`src/rtl/rvfpm_result_arbiter_pkg.sv`:
```
// rvfpm_result_arbiter_pkg: shared types, widths and pick helper for the XIF result arbiter
`ifndef X_ID_WIDTH
`define X_ID_WIDTH 4
`endif
`ifndef FLEN
`define FLEN 32
`endif
package rvfpm_result_arbiter_pkg;
  localparam int RD_WIDTH = 5;
  localparam int X_ID_WIDTH_DEF = `X_ID_WIDTH;
  localparam int FLEN_DEF = `FLEN;
  typedef enum logic {ARB_IDLE, ARB_HOLD} arb_state_e;
  typedef struct packed {
    logic [X_ID_WIDTH_DEF-1:0] id;
    logic [FLEN_DEF-1:0] data;
    logic [RD_WIDTH-1:0] rd;
    logic we;
  } rvfpm_res_entry_t;
  function automatic logic [2:0] lowest8(input logic [7:0] v);
    logic [2:0] r;
    r = 3'd0;
    for (int i = 7; i >= 0; i--) if (v[i]) r = 3'(i);
    return r;
  endfunction
endpackage

```
`src/rtl/rvfpm_result_arbiter_rr.sv`:
```
// rvfpm_rr_arbiter: mask-based round-robin pick, fixed lowest-index priority under RVFPM_ARB_FIXED_PRIO_EN
module rvfpm_rr_arbiter
  import rvfpm_result_arbiter_pkg::*;
#(
  parameter int N = 3,
  localparam int IW = $clog2(N)
) (
  input  logic [N-1:0]  req,
  input  logic [IW-1:0] ptr,
  output logic [N-1:0]  gnt,
  output logic [IW-1:0] idx
);
  logic [7:0] req8, msk8;
  logic [2:0] pick;
  // requests at or above ptr win first; fall back to the full set on wrap
  always_comb begin
    req8 = 8'(req);
`ifdef RVFPM_ARB_FIXED_PRIO_EN
    msk8 = req8;
`else
    msk8 = req8 & (8'hFF << ptr);
`endif
    pick = lowest8(|msk8 ? msk8 : req8);
    idx = IW'(pick);
    gnt = N'(|req) << pick;
  end
endmodule

```
`src/rtl/rvfpm_result_arbiter.sv`:
```
// rvfpm_result_arbiter: shares the XIF result port between NUM_SRC producers (RVFPM_ARB_FIXED_PRIO_EN: fixed priority)
module rvfpm_result_arbiter
  import rvfpm_result_arbiter_pkg::*;
#(
  parameter int NUM_SRC = 3,
  parameter int X_ID_WIDTH = `X_ID_WIDTH,
  parameter int FLEN = `FLEN,
  localparam int IW = $clog2(NUM_SRC)
) (
  input  logic                           ck,
  input  logic                           rst,
  input  logic [NUM_SRC-1:0]             src_valid,
  output logic [NUM_SRC-1:0]             src_ready,
  input  logic [NUM_SRC*X_ID_WIDTH-1:0]  src_id,
  input  logic [NUM_SRC*FLEN-1:0]        src_data,
  input  logic [NUM_SRC*RD_WIDTH-1:0]    src_rd,
  input  logic [NUM_SRC-1:0]             src_we,
  input  logic                           commit_valid,
  input  logic [X_ID_WIDTH-1:0]          commit_id,
  input  logic                           commit_kill,
  output logic                           result_valid,
  input  logic                           result_ready,
  output logic [X_ID_WIDTH-1:0]          result_id,
  output logic [FLEN-1:0]                result_data,
  output logic [RD_WIDTH-1:0]            result_rd,
  output logic                           result_we,
  output logic [IW-1:0]                  grant_idx,
  output logic                           busy
);
  typedef struct packed {
    logic [X_ID_WIDTH-1:0] id;
    logic [FLEN-1:0] data;
    logic [RD_WIDTH-1:0] rd;
    logic we;
  } entry_t;
  entry_t src_e [NUM_SRC];
  entry_t ent_q [NUM_SRC];
  entry_t res_q;
  logic [NUM_SRC-1:0] buf_v, kill, cap, elig, gnt;
  logic [IW-1:0] win, rr;
  logic kill_hit, do_load;
  arb_state_e state, state_nx;
  // unpack sources, resolve kills against buffers and same-edge captures
  always_comb begin
    kill_hit = commit_valid && commit_kill;
    for (int i = 0; i < NUM_SRC; i++) begin
      src_e[i] = {src_id[i*X_ID_WIDTH +: X_ID_WIDTH], src_data[i*FLEN +: FLEN],
                  src_rd[i*RD_WIDTH +: RD_WIDTH], src_we[i]};
      kill[i] = kill_hit && ent_q[i].id == commit_id;
      cap[i] = src_valid[i] && !buf_v[i] && !(kill_hit && src_e[i].id == commit_id);
    end
    elig = buf_v & ~kill;
  end
  rvfpm_rr_arbiter #(.N(NUM_SRC)) u_pick (
    .req(elig),
    .ptr(rr),
    .gnt(gnt),
    .idx(win)
  );
  // next state: load whenever the output slot is free or being accepted
  always_comb begin
    do_load = (state == ARB_IDLE || result_ready) && |elig;
    state_nx = do_load ? ARB_HOLD : (result_ready ? ARB_IDLE : state);
  end
  // state register
  always_ff @(posedge ck)
    if (rst) state <= ARB_IDLE;
    else state <= state_nx;
  // buffer valids: capture, kill and drain
  always_ff @(posedge ck)
    if (rst) buf_v <= '0;
    else buf_v <= cap | (buf_v & ~kill & ~(do_load ? gnt : '0));
  // buffer payloads follow captures only
  always_ff @(posedge ck)
    for (int i = 0; i < NUM_SRC; i++) if (cap[i]) ent_q[i] <= src_e[i];
  // output register, grant index and rr pointer update on each load
  always_ff @(posedge ck)
    if (rst) begin
      res_q <= '0;
      grant_idx <= '0;
      rr <= '0;
    end else if (do_load) begin
      res_q <= ent_q[win];
      grant_idx <= win;
`ifdef RVFPM_ARB_FIXED_PRIO_EN
      rr <= '0;
`else
      rr <= (win == IW'(NUM_SRC - 1)) ? '0 : win + 1'b1;
`endif
    end
  assign src_ready = ~buf_v;
  assign result_valid = state == ARB_HOLD;
  assign result_id = res_q.id;
  assign result_data = res_q.data;
  assign result_rd = res_q.rd;
  assign result_we = res_q.we;
  assign busy = |buf_v || result_valid;
endmodule
```
`config.mk`:
```
export PLATFORM = sky130hd
export DESIGN_NAME = rvfpm_result_arbiter
export DESIGN_NICKNAME = d
export VERILOG_FILES = /design/src/rtl/rvfpm_result_arbiter_pkg.sv /design/src/rtl/rvfpm_result_arbiter_rr.sv /design/src/rtl/rvfpm_result_arbiter.sv
export SDC_FILE = /design/constraint.sdc
export NUM_CORES = 1
export LEC_CHECK = 0
export ABC_AREA = 1
export CORE_UTILIZATION = 49
export CTS_CLUSTER_SIZE = 8
export DETAILED_ROUTE_END_ITERATION = 8
export GPL_ROUTABILITY_DRIVEN = 0
export PLACE_DENSITY = 0.77
export REMOVE_ABC_BUFFERS = 1
export SETUP_SLACK_MARGIN = 0.4
export SKIP_LAST_GASP = 1
export SYNTH_ARGS = -nofsm -noshare
export SYNTH_HDL_FRONTEND = slang
export SYNTH_SLANG_ARGS = --single-unit
```
`constraint.sdc`:
```
create_clock -name ck -period 4.4 [get_ports ck]
set_input_delay 0.66 -clock ck [delete_from_list [all_inputs] [get_ports ck]]
set_output_delay 0.66 -clock ck [all_outputs]
set_load 0.1 [all_outputs]
```
==> results.md <==
- Outcome: finished, final reports clean
- Tightest Pin Transition: around 1.1 ns
- Setup WS pre-CTS: 0.826 ns
- Fin crit share: about 71%
- Tmin final: approximately 3.1 ns
- Final-report max-slew violation count: 0
- CP endpoint kind: flop
- Clk_skew: about 0.014 ns
- DP HPWL: approximately 11 mm
- Final WL: roughly 18 mm
- RSZ-0062 raised after global routing: no
- LEAKAGE: ~4.4 nW
- Total track usage: 24.0%
- I/O pin count: 187
- Total number of yosys warnings: 0
- FMAX: roughly 320 MHz
- Initial Util: between 40 and 50%
- TritonCTS Sinks: around 180
- Mapped Avg Cell Area: approximately 9.4 µm²
- Post-CTS setup buffer count: 0
- PostCTS Resize Cnt: 0
- Register area share after synthesis: a little under two thirds
- Pre-antenna DRT Iters: 5
- Worst Path Buf+Inv: 2
- Max-Cap Viols: 0
- Pin count of the biggest net entering global routing: between 50 and 60
- CTS tree: done
- Worst EP arrival: approximately 3.5 ns
- Fillers: 1200
- Most frequent cell on the critical path: nand2_1
- Die area: between 15000 and 20000 µm²
- Total gr overflow: 0
- Final worst slack: between 1 and 1.5 ns
- Initial antenna violation count: 0
- Worst-skew pair later-pin latency: 0.43 ns
- CTS Buffer Depth: 2
- Vias post-DR: a little under 6000
- Netlist cell types: 29
- Placement Cell Area: around 9500 µm²
- WL/cell: 15.6 µm
- IO buf count: ~190
- Placed Cells: around 1100
- Non-filler cells, final: ~1200
- Final net count: 1112
- Worst path max stage delay: roughly 0.62 ns
- Die width: approximately 130 µm
- Design area: roughly 10000 µm²
- Fin. Hold Viols: 0
- Pwr Total: ~5 mW
- Rel. slew slack: 27.1%
- Hold Buf Count CTS: 0
- Area Growth Syn to Fin: 33.3%
- Die Y: approximately 130 µm
- Final TNS setup: 0 ns
- CP top delay family: simple AND/OR/NAND/NOR gates
- Via density: a little over 5
- Final setup viols: 0
- Post-route ant nets: 0
- # rows: 45
- Num CTS Buffers: 17
- Slowest CP cell: clkdlybuf4s50_1
- Min-Delay Path Class: flop to flop
- First-pass GRT wire length: 28.9 mm
- Number of synthesized register bits: 176
- Crit Path Max Fanout: 43
- N_diodes: 0
- Max VDD drop: roughly 0.37 mV
- Initial DRC Count: approximately 450
- Vias in the first global route: around 5600
- CP Launch Type: input port
- Core Box Area: around 15000 µm²
- CP Class: input port to flop
- Layout cells sized above 1: about 5.6%
- Cells after Synth: around 800
- Worst Path Required: 4.75 ns
- Post-Syn Area: roughly 7600 µm²
- Drt drc: 0
- Clk slew on worst S/H paths: roughly 0.07 ns
- Htree depth: 4
- Crit-path cells: clkdlybuf4s50_1 > inv_1 > nand2_1 > nand2_1 > nor2_1 > nand2_1 > nand3_1 > nand2_1 > o21ai_4 > nand2_4 > nand2_1 > nand2_1 > nor2_1 > nor2_1 > nor2_1
- CTS Root Cell: clkbuf_16
- Power per cell area: ~500 nW/µm²
path summary, 6_finish.rpt:
path                      from              to  slack [ns]  depth (start not counted)
setup / recovery  commit_id[2]  result_data[9]        1.26                         15
hold / removal    grant_idx[0]    grant_idx[0]        0.49                          2
setup reg to reg  ent_q[2][39]  result_data[9]        1.77                         13
hold reg to reg   grant_idx[0]    grant_idx[0]        0.49                          2
worst register-to-register path, cell delays in order, from the launching register on:
cell and delay, ns:
edfxtp_1 0.42, nand2_1 0.09, nand3_1 0.09, nor2_1 0.10
nand2_1 0.08, nand3_1 0.09, nand2_1 0.11, o21ai_4 0.59
nand2_4 0.48, nand2_1 0.19, nand2_1 0.07, nor2_1 0.12
nor2_1 0.06, nor2_1 0.07
metal layers:
layer	up-vias	global-route usage [%]	routed length, µm
met1	2760	30.2	7820
li1	2925	-	-
met5	-	0	0
met3	19	6.12	1220
met4	0	8.22	253
met2	223	40.3	9030
cells by family after synthesis:
kind of cell | Yosys count | synth area share (%)
xor+xnor | 8 | 0.928
buf+inv | 145 | 8.73
flops | 176 | 63.3
compound gates | 22 | 1.91
simple gates | 451 | 25.1
where the power goes:
group	internal (mW)	switching [mW]	total [mW]	leakage, nW
logic	0.400	1.04	1.44	2.46
clock network	0.885	0.635	1.52	0.278
registers	1.95	0.0704	2.03	1.62
total	3.24	1.75	4.99	4.35
stage by stage:
stage	hold slack, ns	utilization [%]
global route	0.526	66.5
floorplan	0.453	-
finish	0.490	66.5
detailed placement	0.478	62.5
global placement	0.465	62.5
CTS	0.489	66.5
sequential cells by signal (all words and copies together) (netlist names):
name and cells:
result_we 1, rr 2, grant_idx 2, result_id 4
result_data 32, ent_q 126, result_rd 5, result_valid 1
buf_v 3
layout by cell type, fill, tap and decap left out, types with 2 or more instances in the layout:
cell type          n
edfxtp_1         126
inv_2              5
nor2_1           137
clkdlybuf4s50_1  185
inv_1             99
a21oi_1           10
nand3_1           52
nand2_2            2
nand2_1          209
nand4_1           43
bufinv_16          2
xor2_1             3
nand2_4            3
clkinvlp_4         5
clkbuf_16         17
nor2_4             2
o22ai_1            2
dfxtp_1           50
clkbuf_8           3
xnor2_1            5
inv_6              2
o21ai_1            3
buf_4              7
o21ai_0            2
Yosys cell counts, drive strengths merged:
master | instances | share of area (%)
dfxtp | 50 | 13
a21oi | 11 | 0.88
xnor2 | 5 | 0.58
o2111ai | 1 | 0.12
xor2 | 3 | 0.35
a211oi | 1 | 0.099
nand4 | 43 | 3.6
nor4 | 1 | 0.083
nor3 | 1 | 0.066
buf | 36 | 3.3
nand3 | 53 | 3.6
nor2 | 139 | 6.9
nand2 | 214 | 11
o21bai | 1 | 0.099
o21ai | 6 | 0.55
edfxtp | 126 | 50
o22ai | 2 | 0.17
clkbuf | 5 | 0.25
inv | 104 | 5.2
cell type report:
| cell class | count | area (µm²) | area share, % |
|---|---|---|---|
| Sequential cell | 176 | 4780 | 47.5 |
| Multi-Input combinational cell | 481 | 2130 | 21.2 |
| Timing Repair Buffer | 194 | 1930 | 19.2 |
| Clock buffer | 21 | 470 | 4.67 |
| Inverter | 104 | 390 | 3.88 |
| Tap cell | 188 | 235 | 2.34 |
| Clock inverter | 11 | 129 | 1.28 |
Power figures use the tool's default switching activity.
